File: src/rtl/step_pattern_pkg.sv
// Shared definitions for the step pattern generator: mode encodings and
// state-count helpers used by the sequencer and the pattern decoder.
package step_pattern_pkg;

  typedef enum logic [1:0] {
    MODE_BIN   = 2'd0,
    MODE_GRAY  = 2'd1,
    MODE_WALK1 = 2'd2,
    MODE_WALK0 = 2'd3
  } mode_e;

  // Counting modes cover every code of the index; walking modes use one state per bit.
  function automatic int unsigned state_count(input mode_e mode, input int unsigned width);
    if (mode == MODE_BIN || mode == MODE_GRAY) begin
      return 32'd1 << width;
    end
    return width;
  endfunction

  function automatic int unsigned last_state(input mode_e mode, input int unsigned width);
    return state_count(mode, width) - 32'd1;
  endfunction

endpackage

File: src/rtl/step_pattern_gen_if.sv
// Control and status bundle of the step pattern generator; master drives the
// controls, slave is the generator itself.
interface step_pattern_gen_if #(
  parameter int unsigned WIDTH  = 2,
  parameter int unsigned STEP_W = 8
);

  logic              en;
  logic              clear;
  logic [STEP_W-1:0] step_len;
  logic [1:0]        mode;
  logic              dir;
  logic              one_shot;
  logic [WIDTH-1:0]  index;
  logic [WIDTH-1:0]  pattern;
  logic              tick;
  logic              wrap;
  logic              done;

  modport master (
    output en, clear, step_len, mode, dir, one_shot,
    input  index, pattern, tick, wrap, done
  );

  modport slave (
    input  en, clear, step_len, mode, dir, one_shot,
    output index, pattern, tick, wrap, done
  );

endinterface

File: src/rtl/step_pattern_gen_pattern_decode.sv
// Combinational decode of a state index into the output pattern for the
// selected sequence mode.
module pattern_decode
  import step_pattern_pkg::*;
#(
  parameter int unsigned WIDTH = 2
) (
  input  logic [WIDTH-1:0] index,
  input  mode_e            mode,
  output logic [WIDTH-1:0] pattern
);

  logic [WIDTH-1:0] one_hot_c;

  always_comb begin
    one_hot_c = WIDTH'(1) << index;
    pattern   = index;
    case (mode)
      MODE_BIN:   pattern = index;
      MODE_GRAY:  pattern = index ^ (index >> 1);
      MODE_WALK1: pattern = one_hot_c;
      MODE_WALK0: pattern = ~one_hot_c;
      default:    pattern = index;
    endcase
  end

endmodule

File: src/rtl/step_pattern_gen.sv
// Programmable stepping sequencer: dwells L cycles per state, walks the index
// up or down through the selected sequence, wrapping or stopping at the end.
module step_pattern_gen
  import step_pattern_pkg::*;
#(
  parameter int unsigned WIDTH  = 2,
  parameter int unsigned STEP_W = 8
) (
  input logic               clk,
  input logic               rst_n,
  step_pattern_gen_if.slave bus
);

  logic [STEP_W-1:0] cnt_q;
  logic [WIDTH-1:0]  index_q;
  logic              tick_q;
  logic              wrap_q;
  logic              done_q;
  mode_e             mode_q;
  logic              dir_q;
  logic              os_q;

  logic [WIDTH-1:0]  last_c;
  logic [WIDTH-1:0]  start_c;
  logic [WIDTH-1:0]  term_c;
  logic [WIDTH-1:0]  clr_last_c;
  logic [WIDTH-1:0]  clr_start_c;
  logic [STEP_W-1:0] dwell_m1_c;
  logic              count_c;
  logic              advance_c;
  logic [WIDTH-1:0]  pattern_c;

  // Sequence end points for the captured configuration and for the one being loaded by clear.
  always_comb begin
    last_c      = WIDTH'(last_state(mode_q, WIDTH));
    start_c     = dir_q ? last_c : '0;
    term_c      = dir_q ? '0 : last_c;
    clr_last_c  = WIDTH'(last_state(mode_e'(bus.mode), WIDTH));
    clr_start_c = bus.dir ? clr_last_c : '0;
  end

  // step_len is used live; zero behaves as a one-cycle dwell.
  always_comb begin
    dwell_m1_c = (bus.step_len == '0) ? '0 : bus.step_len - STEP_W'(1);
    count_c    = bus.en && !done_q;
    advance_c  = count_c && (cnt_q >= dwell_m1_c);
  end

  always_ff @(posedge clk) begin
    if (!rst_n) begin
      cnt_q   <= '0;
      index_q <= '0;
      tick_q  <= 1'b0;
      wrap_q  <= 1'b0;
      done_q  <= 1'b0;
      mode_q  <= MODE_BIN;
      dir_q   <= 1'b0;
      os_q    <= 1'b0;
    end else if (bus.clear) begin
      cnt_q   <= '0;
      index_q <= clr_start_c;
      tick_q  <= 1'b0;
      wrap_q  <= 1'b0;
      done_q  <= 1'b0;
      mode_q  <= mode_e'(bus.mode);
      dir_q   <= bus.dir;
      os_q    <= bus.one_shot;
    end else begin
      tick_q <= 1'b0;
      wrap_q <= 1'b0;
      if (advance_c) begin
        cnt_q <= '0;
        if (index_q == term_c) begin
          // A finished one-shot freezes on the terminal state without a tick.
          if (os_q) begin
            done_q <= 1'b1;
          end else begin
            index_q <= start_c;
            tick_q  <= 1'b1;
            wrap_q  <= 1'b1;
          end
        end else begin
          index_q <= dir_q ? index_q - WIDTH'(1) : index_q + WIDTH'(1);
          tick_q  <= 1'b1;
        end
      end else if (count_c) begin
        cnt_q <= cnt_q + STEP_W'(1);
      end
    end
  end

  pattern_decode #(
    .WIDTH (WIDTH)
  ) u_decode (
    .index   (index_q),
    .mode    (mode_q),
    .pattern (pattern_c)
  );

  assign bus.index   = index_q;
  assign bus.pattern = pattern_c;
  assign bus.tick    = tick_q;
  assign bus.wrap    = wrap_q;
  assign bus.done    = done_q;

endmodule

File: src/flat_wrapper.sv
// flat-port wrapper written by rule: the top's interface ports become plain ports
module step_pattern_gen_flat import step_pattern_pkg::*;
#(
  parameter int unsigned WIDTH  = 2,
  parameter int unsigned STEP_W = 8
)
  (clk, rst_n, bus_en, bus_clear, bus_step_len, bus_mode, bus_dir, bus_one_shot, bus_index, bus_pattern, bus_tick, bus_wrap, bus_done);
  step_pattern_gen_if #(.WIDTH(WIDTH), .STEP_W(STEP_W)) bus_i ();
  input logic clk;
  input logic rst_n;
  input wire logic [$bits(bus_i.en)-1:0] bus_en;
  input wire logic [$bits(bus_i.clear)-1:0] bus_clear;
  input wire logic [$bits(bus_i.step_len)-1:0] bus_step_len;
  input wire logic [$bits(bus_i.mode)-1:0] bus_mode;
  input wire logic [$bits(bus_i.dir)-1:0] bus_dir;
  input wire logic [$bits(bus_i.one_shot)-1:0] bus_one_shot;
  output wire logic [$bits(bus_i.index)-1:0] bus_index;
  output wire logic [$bits(bus_i.pattern)-1:0] bus_pattern;
  output wire logic [$bits(bus_i.tick)-1:0] bus_tick;
  output wire logic [$bits(bus_i.wrap)-1:0] bus_wrap;
  output wire logic [$bits(bus_i.done)-1:0] bus_done;
  assign bus_i.en = bus_en;
  assign bus_i.clear = bus_clear;
  assign bus_i.step_len = bus_step_len;
  assign bus_i.mode = bus_mode;
  assign bus_i.dir = bus_dir;
  assign bus_i.one_shot = bus_one_shot;
  assign bus_index = bus_i.index;
  assign bus_pattern = bus_i.pattern;
  assign bus_tick = bus_i.tick;
  assign bus_wrap = bus_i.wrap;
  assign bus_done = bus_i.done;
  step_pattern_gen #(.WIDTH(WIDTH), .STEP_W(STEP_W)) u_core (.clk(clk), .rst_n(rst_n), .bus(bus_i));
endmodule
File: config.mk
export PLATFORM = sky130hd
export DESIGN_NAME = step_pattern_gen_flat
export DESIGN_NICKNAME = d
export VERILOG_FILES = /design/src/rtl/step_pattern_pkg.sv /design/src/rtl/step_pattern_gen_if.sv /design/src/rtl/step_pattern_gen_pattern_decode.sv /design/src/rtl/step_pattern_gen.sv /design/src/flat_wrapper.sv
export SDC_FILE = /design/constraint.sdc
export NUM_CORES = 1
export LEC_CHECK = 0
export CORE_MARGIN = 2
export CORE_UTILIZATION = 50
export DETAILED_ROUTE_END_ITERATION = 16
export GPL_TIMING_DRIVEN = 1
export HOLD_SLACK_MARGIN = 0.03
export PLACE_DENSITY = 0.76
export SLEW_MARGIN = 20
export SYNTH_ARGS = -nofsm -noshare
export SYNTH_HDL_FRONTEND = slang
export SYNTH_SLANG_ARGS = --single-unit
File: constraint.sdc
create_clock -name clk -period 3.95 [get_ports clk]
set_clock_uncertainty 0.1 [all_clocks]
set_input_delay 0.395 -clock clk [delete_from_list [all_inputs] [get_ports clk]]
set_output_delay 0.395 -clock clk [all_outputs]
set_load 0.1 [all_outputs]
==> metrics list <==
- Aggregate negative setup slack: 0 ps
- Number of buffers created by CTS: 3
- The number of placed instances, taps included, is 183.
- The wire-length estimate of the detail-placed layout is between 1500 and 2000 um.
* DIE HEIGHT: a little over 50 um
- Of the total power, the share spent switching nets is 0.310.
- Hold timing on the final database bottoms out at a slack of about 350 ps.
- For the worst setup path, the data required time is a little over 4000 ps.
- The total area inside the core boundary comes to roughly 2200 um^2.
* Mapped cell area: ~1100 um^2
- The min-delay analysis places its worst path in the category reg -> reg.
* Count of state elements after synthesis: 17
* Leading cell type in the layout, fill and taps excluded: clkdlybuf4s50_1
- The floorplan step defined a die boundary enclosing between 2000 and 3000 um^2.
* Grt ovf: 0
- Minimum clock period: about 3500 ps
- Status: finished, final reports clean
- Cell type with the largest total area after synthesis: dfxtp_1
* Clock network fraction of total power: 0.247
- Setup repair after global routing left no endpoint under its margin.
- Routability-driven placement finished with a final weighted congestion of around 0.8.
* Overall power of the completed layout: around 370 uW
* Most frequent cells in the layout: clkdlybuf4s50_1, dfxtp_1, nor2_1, ha_1
- In this run the critical register-to-register path is launched from u_core.cnt_q[0].
- The number of max-slew violations in the final report was 0.
* Setup crit end kind: flip-flop
- Buffers inserted to repair hold after CTS numbered 0.
* Pin count of the biggest net entering global routing: 10
* Hold Crit Start: u_core.os_q
- Post-cts gate resize count: 0
* ANT cells: 0
- In the finished design, the share of the clock period the worst path needs comes to 0.885.
* Global Route Usage Sum: 0.202
- Of the total power, combinational logic draws 0.265.
- In this run the clock root is driven by a clkbuf_4.
* Count of antenna-violating nets left after detailed routing: 0
- Max-cap violation count: 0
- Clock slew seen by the registers of the worst setup and hold paths: approximately 100 ps
- In the synthesized netlist, the number of instances is between 100 and 150.
- TritonCTS built the clock tree.
- R2R setup slack: ~1800 ps
- Clock latency on the worst-skew pair, taken at its later pin, is between 200 and 300 ps.
- CTS H-tree lvls: 1
- IR drop worst, VDD: 0.317 mV
- The share of synthesized area in the top cell type comes to 0.298.
* Peak fanout along the critical path: 8
- Startpoint-to-endpoint class of the critical path: in -> reg
- Of the cells placed in the final design, the portion with a size suffix greater than 1 is 0.0252.
* Worst hold path endpoint: u_core.bus.wrap
- Across all layers, the routed design uses about 980 vias.
- The worst register-to-register path ends at u_core.cnt_q[3].
- Relative to the synthesized area, the layout overhead comes to 23.9%.
- By area the synthesized netlist is led by dfxtp_1, ha_1, nor2b_1.
- Number of buffer cells added on primary ports: 22
* Number of clock sinks seen by CTS: 17
- In the routed design, unresolved DRC markers number 0.
- Net count reported at finish: 188
* Headroom to the max-slew limit: 0.352
* Count of routing violations after the opening detailed-route iteration: 15
* Count of flip-flops with a built-in enable after synthesis: 0
- The initial antenna violation count came to 0.
- The internal power of the cells totals between 200 and 300 uW.
- After detailed routing, the number of vias per cell comes to ~5.2.
- Counting flops with an async set or reset pin after synthesis yields a share of 0.
- Kind of start point of the critical path: input port
- Count of unique library cells instantiated by Yosys: 33
- DR WL/cell: 11.9 um
- For this block, the routed nets add up to 2220 um of wire.
- Leak: 0.000589 uW
- The filler cells instantiated in the layout total a little over 200.
- Initial cell density of the core: 0.522
- Setup Fix Bufs, Post-CTS: 0
* Non-filler instance count after layout: 187
- Data arrives at the worst endpoint at ~3600 ps.
* Setup-failing EPs final: 0
* Via count of the first global-routing pass: approximately 1000
* FMAX: 0.286 GHz
- Num rows: 17
- Buffer depth of the longest clock path: 2
- The first global-routing pass estimated 4080 um of wire.
- Logic depth of the worst register-to-register path: 7
* Boundary pin count: 23
- The first detailed-routing pass ran for 4 iterations.
* Post-synthesis sequential area ratio: 0.298
- Of the total power, registers draw 0.489.
* Final hold viol count: 0
* Instance count along the most critical hold path: 1
* Post-synth top flop: dfxtp_1
* Syn Area/Cell: 8.47 um^2
- In this run the power density over the cells is 263 nW/um^2.
* Die Wd: slightly above 50 um
- Nets in the synthesized netlist: between 150 and 200
- At the pin with the least slew margin, the transition time is 969 ps.
* Pre-CTS setup slack: around 110 ps
- Number of warnings issued by yosys: 0
* Switching component of the power: between 100 and 150 uW
* Setup slack of the critical path after layout: 454 ps
==> critical path, stage by stage <==
cell and delay (ps):
clkdlybuf4s50_1 430, inv_1 80, ha_1 160, nor2b_1 250
nand3b_1 150, or3_1 410, and2_1 190, ha_1 260
nand2b_1 140, a2111oi_0 450, o32a_1 340, nand2_1 210
nor2_1 150
==> worst max-delay path by stage <==
| stage | start | to | slack [ps] | depth (start not counted) |
|---|---|---|---|---|
| 5_1_grt | bus_step_len[0] | u_core.cnt_q[2] | 50 | 13 |
| 3_3_place_gp | bus_step_len[0] | u_core.cnt_q[3] | 380 | 13 |
| 4_1_cts | bus_step_len[0] | u_core.cnt_q[3] | 410 | 13 |
| 2_1_floorplan | u_core.bus.index[1] | bus_pattern[1] | 450 | 4 |
| 3_5_place_dp | bus_step_len[0] | u_core.cnt_q[3] | 110 | 13 |
| 6_report | bus_step_len[0] | u_core.cnt_q[3] | 450 | 13 |
==> power groups by stage <==
stage / Sequential [uW] / Combinational (uW) / Clock (uW)
finish: 182 / 98.6 / 91.8
global route: 183 / 108 / 102
CTS: 182 / 99.4 / 95.2
detailed placement: 186 / 98.7 / 0
global placement: 186 / 96.8 / 0
floorplan: 193 / 59.2 / 0
==> cell families (layout without fill, tap and decap cells) <==
kind of cell / after synthesis / in the layout / share of synthesized area
simple gates: 58 / 58 / 0.272
compound gates: 20 / 20 / 0.116
flops: 17 / 17 / 0.298
xor+xnor: 13 / 13 / 0.0996
fa+ha+maj: 12 / 12 / 0.131
buf+inv: 9 / 33 / 0.0306
mux: 6 / 6 / 0.0525
==> registers in the layout, summed over array words and instances (netlist names) <==
signal / flops
u_core.cnt_q: 8
u_core.mode_q: 2
u_core.bus.index: 2
u_core.bus.done: 1
u_core.bus.wrap: 1
u_core.os_q: 1
u_core.dir_q: 1
u_core.bus.tick: 1
==> per-stage QoR <==
step / util / cell area (um^2)
final: 0.646 / 1420
after detailed placement: 0.634 / 1390
after CTS: 0.646 / 1420
after floorplan: - / 1140
after global routing: 0.646 / 1420
after global placement: 0.634 / 1390
==> metal layers <==
metal  vias to the layer above  wire length (um)  GRT usage
met1                       435               969      0.225
met4                         0                29     0.0746
met5                         -                 0          0
li1                        522                 -          -
met3                         5                77     0.0517
met2                        16              1140      0.363
==> layout make-up <==
type | instances | area, um^2 | area share
clock buffers | 4 | 26.3 | 0.0186
repair buffers | 22 | 220 | 0.155
well taps | 28 | 35.0 | 0.0247
inverters | 7 | 26.3 | 0.0186
flip-flops and latches | 17 | 340 | 0.240
multi-input cells | 109 | 768 | 0.542
==> Yosys cell counts (all sizes together) (3+ instances only) <==
cell and instances:
dfxtp 17, nor2 14, ha 12, nor2b 11, nand2 10, inv 7, xor2 7, mux2i 6
xnor2 6, a21oi 5, nand2b 4, nand3 4, o21ai 4, nor3 3, or3 3
No activity file was read; power rests on OpenSTA's default activity.
